`config.mk`:
```
export PLATFORM = sky130hd
export DESIGN_NAME = fifo_frame_reader
export DESIGN_NICKNAME = d
export VERILOG_FILES = /design/src/rtl/fifo_frame_reader_pkg.sv /design/src/rtl/fifo_rd_skid.sv /design/src/rtl/fifo_frame_reader.sv
export SDC_FILE = /design/constraint.sdc
export NUM_CORES = 1
export LEC_CHECK = 0
export ABC_CLOCK_PERIOD_IN_PS = 4200
export CAP_MARGIN = 15
export CORE_UTILIZATION = 49
export CTS_CLUSTER_DIAMETER = 80
export DETAILED_ROUTE_END_ITERATION = 7
export GPL_TIMING_DRIVEN = 0
export HOLD_SLACK_MARGIN = 0.03
export PLACE_DENSITY = 0.76
export RECOVER_POWER = 50
export SLEW_MARGIN = 20
export SYNTH_ARGS = -nofsm -noshare
export SYNTH_HDL_FRONTEND = slang
export SYNTH_HIERARCHICAL = 1
export SYNTH_SLANG_ARGS = --single-unit
```
`constraint.sdc`:
```
create_clock -name rd_clk -period 4.2 [get_ports rd_clk]
set_input_delay 0.42 -clock rd_clk [delete_from_list [all_inputs] [get_ports rd_clk]]
set_output_delay 0.42 -clock rd_clk [all_outputs]
set_load 0.05 [all_outputs]
```
`src/rtl/fifo_frame_reader_pkg.sv`:
```
// Shared types and default widths for the FIFO frame reader.
// Imported by the top level and the skid buffer.
package fifo_frame_reader_pkg;

  localparam int DEF_DATA_WIDTH = 11;
  localparam int DEF_LEN_WIDTH  = 14;

  typedef enum logic [1:0] {
    IDLE,
    RUN,
    FLUSH,
    DONE
  } state_t;

endpackage

```
`src/rtl/fifo_rd_skid.sv`:
```
// Small circular buffer that absorbs FIFO read data in flight
// while the downstream consumer is stalled.
module fifo_rd_skid
  import fifo_frame_reader_pkg::*;
#(
  parameter int depth = 2,
  parameter int width = DEF_DATA_WIDTH
) (
  input  logic                         clk,
  input  logic                         rst,
  input  logic                         clr,
  input  logic                         push,
  input  logic [width-1:0]             data,
  input  logic                         pop,
  output logic                         empty,
  output logic [$clog2(depth+1)-1:0]   count,
  output logic [width-1:0]             q
);

  localparam int PW = (depth > 1) ? $clog2(depth) : 1;
  localparam logic [PW-1:0] LAST = PW'(depth - 1);

  logic [width-1:0] mem [depth];
  logic [PW-1:0]    wp;
  logic [PW-1:0]    rp;

  function automatic logic [PW-1:0] nxt(input logic [PW-1:0] p);
    return (p == LAST) ? '0 : p + 1'b1;
  endfunction

  always_ff @(posedge clk or posedge rst) begin
    if (rst) begin
      wp    <= '0;
      rp    <= '0;
      count <= '0;
      for (int i = 0; i < depth; i++)
        mem[i] <= '0;
    end else if (clr) begin
      wp    <= '0;
      rp    <= '0;
      count <= '0;
    end else begin
      if (push) begin
        mem[wp] <= data;
        wp      <= nxt(wp);
      end
      if (pop)
        rp <= nxt(rp);
      unique case ({push, pop})
        2'b10:   count <= count + 1'b1;
        2'b01:   count <= count - 1'b1;
        default: count <= count;
      endcase
    end
  end

  assign empty = (count == '0);
  assign q     = mem[rp];

endmodule

```
`src/rtl/fifo_frame_reader.sv`:
```
// Reads one frame of samples from a FIFO read port and streams
// it out on a valid/ready interface, marking the last sample.
module fifo_frame_reader
  import fifo_frame_reader_pkg::*;
#(
  parameter int DATA_WIDTH = DEF_DATA_WIDTH,
  parameter int LEN_WIDTH  = DEF_LEN_WIDTH,
  parameter int RD_LATENCY = 1
) (
  input  logic                  rd_clk,
  input  logic                  rd_rst,
  input  logic                  start,
  input  logic [LEN_WIDTH-1:0]  frame_len,
  input  logic                  abort,
  output logic                  fifo_rd_en,
  input  logic [DATA_WIDTH-1:0] fifo_rd_data,
  input  logic                  fifo_rd_empty,
  output logic                  m_valid,
  input  logic                  m_ready,
  output logic [DATA_WIDTH-1:0] m_data,
  output logic                  m_last,
  output logic                  busy,
  output logic                  frame_done
);

  localparam int DEPTH = RD_LATENCY + 1;
  localparam int CW    = $clog2(DEPTH + 1);
  localparam logic [CW:0] DEPTH_V = (CW + 1)'(DEPTH);

  state_t                  state;
  state_t                  state_nx;
  logic [LEN_WIDTH-1:0]    len_q;
  logic [LEN_WIDTH-1:0]    issue_cnt;
  logic [LEN_WIDTH-1:0]    acc_cnt;
  logic [RD_LATENCY-1:0]   vpipe;
  logic [CW-1:0]           sk_count;
  logic [CW-1:0]           in_flight;
  logic [CW:0]             occ;
  logic                    sk_empty;
  logic [DATA_WIDTH-1:0]   sk_q;
  logic                    push;
  logic                    pop;
  logic                    start_ok;
  logic                    last_issue;

  fifo_rd_skid #(
    .depth (DEPTH),
    .width (DATA_WIDTH)
  ) u_skid (
    .clk   (rd_clk),
    .rst   (rd_rst),
    .clr   (abort),
    .push  (push),
    .data  (fifo_rd_data),
    .pop   (pop),
    .empty (sk_empty),
    .count (sk_count),
    .q     (sk_q)
  );

  always_comb begin
    in_flight = '0;
    for (int i = 0; i < RD_LATENCY; i++)
      in_flight = in_flight + CW'(vpipe[i]);
  end

  // Occupancy counts the slot freed by this cycle's pop so the
  // reader can keep one sample per cycle flowing.
  assign occ = {1'b0, sk_count} + {1'b0, in_flight}
             - (CW + 1)'(pop);

  assign start_ok   = (state == IDLE) && start && !abort;
  assign last_issue = (issue_cnt == len_q - LEN_WIDTH'(1));

  assign fifo_rd_en = (state == RUN) && !abort && !fifo_rd_empty
                   && (issue_cnt < len_q) && (occ < DEPTH_V);

  assign push    = vpipe[RD_LATENCY-1] && !abort;
  assign m_valid = !sk_empty && !abort;
  assign pop     = m_valid && m_ready;
  assign m_data  = m_valid ? sk_q : '0;
  assign m_last  = m_valid && (acc_cnt == len_q - LEN_WIDTH'(1));

  assign busy       = (state != IDLE);
  assign frame_done = (state == DONE);

  always_comb begin
    state_nx = state;
    unique case (state)
      IDLE:  if (start_ok) state_nx = RUN;
      RUN:   if (fifo_rd_en && last_issue) state_nx = FLUSH;
      FLUSH: if (pop && m_last) state_nx = DONE;
      DONE:  state_nx = IDLE;
      default: state_nx = IDLE;
    endcase
    if (abort)
      state_nx = IDLE;
  end

  always_ff @(posedge rd_clk or posedge rd_rst) begin
    if (rd_rst) begin
      state     <= IDLE;
      len_q     <= LEN_WIDTH'(1);
      issue_cnt <= '0;
      acc_cnt   <= '0;
      vpipe     <= '0;
    end else begin
      state <= state_nx;
      if (start_ok) begin
        len_q     <= (frame_len == '0) ? LEN_WIDTH'(1) : frame_len;
        issue_cnt <= '0;
        acc_cnt   <= '0;
      end else begin
        if (fifo_rd_en)
          issue_cnt <= issue_cnt + LEN_WIDTH'(1);
        if (pop)
          acc_cnt <= acc_cnt + LEN_WIDTH'(1);
      end
      // Dropping the pipeline discards reads that return after abort.
      vpipe <= abort ? '0
             : ((vpipe << 1) | RD_LATENCY'(fifo_rd_en));
    end
  end

endmodule

```
==> reports/metrics.yaml <==
place:
  gp_congestion: 0.9480
  placed_area_um2: 5729
  pre_cts_ws_ps: -746.8
  dp_hpwl_um: 10090
  placed_cells: 717
  io_buffers: 46
sta:
  fin_ws_ps: 272.1
  fin_crit_ps: 3928
  fin_skew_ps: 9.489
  max_freq_mhz: 254.6
  setup_viol: 0
  relSlewSlack: 0.1270
  rsz0062_at_grt: "false"
  slew_violations: 0
  finalCritPeriodShare: 0.9352
  tightest_slew_ps: 1310
  fin_setup_tns_ps: 0
  report.final.hold_viol_count: 0
setup_path:
  cpPeakStageDelay_ps: 440
  crit_path_cell_trace: "dlygate4sd2_1 -> nor2_4 -> nand2_1 -> inv_1 -> ha_1 -> nor2b_1 -> fa_1 -> nor3_1 -> nand3_1 -> nor3_1 -> o211a_1 -> clkdlybuf4s15_2"
  crit_fanout: 13
  r2r-end: "state[1]$_DFFE_PP0P_"
  cp_common_cell: "nor3_1"
  reg2regPathDepth: 15
  critPathLaunch: "abort"
  crit_end: "fifo_rd_en"
  start_kind: "input pin"
  endpoint_kind: "output port"
  cp_num_buf_inv: 3
  regToRegSetupSlack_ps: 410
  critPathKind: "in2out"
  required_ps: 3780
  cp.depth: 12
  critPathSlowestCell: "fa_1"
  crit_arrival_ps: 3510
  r2r_start: "u_skid/count[0]$_DFFE_PP0P_"
  cp_top_family: "buffers and inverters"
cts:
  cts_setup_buffers: 0
  clockRootBuffer: "clkbuf_8"
  numCtsBuffers: 9
  clkTransAtPathRegs_ps: 80
  clk_latency_ps: 360
  ctsLongestPathBuffers: 2
  clock_sinks: 71
  cts_tree: "yes"
  htreeDepth: 3
hold_path:
  min_path_type: "reg2reg"
grt:
  grt_pass1_vias: 4407
  grt_usage: 0.2599
  grt_pass1_wl_um: 21890
  grt_use_met3: 0.04720
  grt-busiest-layer: "met2"
  use_met2: 0.4377
  overflow: 0
  grt_max_degree: 27
  antenna_found_initial: 0
  gr-usage-met1: 0.3282
detailed_routing:
  totalWireLength_um: 13250
  vias_per_cell: 5.865
  drt_iter0_markers: 254
  wire_per_inst_um: 18.08
  via_count: 4299
  antenna_left: 0
  drtPass1Iterations: 4
  drc: 0
finish:
  diodes: 0
  ff_latch_area_um2: 1778
  multi_input_area_um2: 3019
  final_layout_size_suffix_gt1_frac: 0.1350
  nets: 650
  fin_cells: 733
  nFillCells: 860
  fin_area_um2: 5899
  syn_to_final_growth_pct: 16.25
floorplan:
  start_util: 0.5121
  ios: 47
  die_x_um: 103.8
  die_area_um2: 10770
  coreArea_um2: 9910
  rows: 36
  die_h_um: 103.8
yosys:
  avgSynthCellArea_um2: 9.450
  yosysMostFrequentCell: "dfrtp_1"
  synth-edff-count: 0
  ys_seq_area_frac: 0.3503
  async_flop_share: 1.000
  synth_top_area_cell: "dfrtp_1"
  yosys-top-cells-area: "dfrtp_1 35%, mux2_2 7.3%, ha_1 5.7%, xor2_1 4.8%, xnor2_1 4.1%"
  ys_ff_latch: 71
  yosysTopAreaCellShare: 0.3452
  synthDistinctLibCells: 75
  syn-cell-area_um2: 5075
  synthTopCellsByCount: "70 x dfrtp_1, 47 x nor2_1, 33 x mux2_2, 31 x nand2_1, 30 x inv_1"
  synth_fp_nets: 592
  synth_ff_type: "dfrtp_1"
  yosys_warnings: 6
  syn_inst: 537
power_and_ir_drop:
  p_leak_nw: 2.567
  irDropWorstVdd_mv: 0.2635
  power_density_nw_per_um2: 507.5
job:
  max_cap_viol_count: 0
outcome:
  status: "finished clean"
[cell type report]
class / instances / area share
plain buffers: 30 / 0.02715
clock buffers: 9 / 0.02100
clock inverters: 7 / 0.01230
inverters: 30 / 0.01909
multi-input cells: 406 / 0.5118
flip-flops and latches: 71 / 0.3014
well taps: 133 / 0.02821
repair buffers: 47 / 0.07911
[power breakdown]
group	internal [mW]	switching, mW
clock network	0.275	0.293
logic	0.593	0.866
registers	0.826	0.141
total	1.69	1.30
[state kept, by name, summed over array words and instances (netlist names)]
register	count
acc_cnt	14
issue_cnt	14
len_q	14
state	2
u_skid/count	2
u_skid/mem	22
u_skid/rp	1
u_skid/wp	1
vpipe	1
[repair_timing]
| item | in CTS | in global routing |
|---|---|---|
| gates cloned | 0 | 0 |
| pin swaps | 0 | 0 |
| resized for setup | 8 | 1 |
| hold buffers | 0 | 0 |
| setup endpoints to repair | 13 | 1 |
[metrics by stage]
step	hold WS (ps)	util	total power, mW
2_1_floorplan	460.0	-	2.019
3_3_place_gp	480.7	0.5754	2.354
3_5_place_dp	492.1	0.5782	2.411
4_1_cts	473.9	0.5994	2.988
5_1_grt	523.9	0.5953	3.178
6_report	510.4	0.5953	2.994
[worst min-delay path by stage]
| stage | startpoint | endpoint | slack, ps | depth (start not counted) |
|---|---|---|---|---|
| finish | u_skid/mem[8]$_DFFE_PP0P_ | u_skid/mem[8]$_DFFE_PP0P_ | 510 | 1 |
| global route | u_skid/mem[12]$_DFFE_PP0P_ | u_skid/mem[12]$_DFFE_PP0P_ | 520 | 1 |
| CTS | rd_rst | issue_cnt[12]$_DFFE_PP0P_ | 470 | 2 |
| detailed placement | u_skid/mem[8]$_DFFE_PP0P_ | u_skid/mem[8]$_DFFE_PP0P_ | 490 | 1 |
| global placement | u_skid/mem[4]$_DFFE_PP0P_ | u_skid/mem[4]$_DFFE_PP0P_ | 480 | 1 |
| floorplan | rd_rst | u_skid/count[0]$_DFFE_PP0P_ | 460 | 1 |
[placed cells by master (no fill, tap or decap), types with 3 or more instances in the layout]
cell type | Yosys | routed
dfrtp_1 | 70 | 70
nor2_1 | 47 | 46
clkdlybuf4s50_1 | 0 | 42
mux2_2 | 33 | 33
nand2_1 | 31 | 31
inv_1 | 30 | 30
xor2_1 | 28 | 28
xnor2_1 | 24 | 24
ha_1 | 23 | 23
o21ai_0 | 22 | 22
nand3_1 | 18 | 18
nand4_1 | 17 | 17
nor3_1 | 17 | 17
a21oi_1 | 14 | 14
and2_1 | 14 | 14
clkbuf_1 | 12 | 13
nor2b_1 | 11 | 11
clkbuf_8 | 0 | 9
and3_1 | 8 | 8
buf_1 | 6 | 6
nor4_1 | 6 | 6
a31oi_1 | 6 | 6
or3_1 | 5 | 5
nor3b_1 | 5 | 5
a41oi_1 | 5 | 5
buf_6 | 5 | 4
or4_1 | 4 | 4
buf_2 | 4 | 4
nor4_4 | 4 | 4
buf_4 | 3 | 3
o21bai_1 | 3 | 3
nand3b_1 | 3 | 3
a311oi_1 | 3 | 3
o211a_1 | 3 | 3
[cells by family (layout without fill, tap and decap cells)]
| group | count (synthesis) | after routing | share of synthesized area |
|---|---|---|---|
| DFF | 71 | 71 | 0.3503 |
| muxes | 34 | 34 | 0.07520 |
| buffers and inverters | 60 | 123 | 0.05498 |
| adders and majority gates | 24 | 24 | 0.06065 |
| AOI/OAI and AO/OA | 81 | 81 | 0.1114 |
| xor gates and xnor gates | 55 | 55 | 0.1040 |
| and+or+nand+nor | 212 | 212 | 0.2433 |
[layer usage]
metal  share of wire  routed length [µm]
met1            0.42                5623
met2            0.49                6466
met3           0.061                 803
met4           0.027                 359
met5               0                   0
Note: power is estimated with default switching activity, not from simulation.
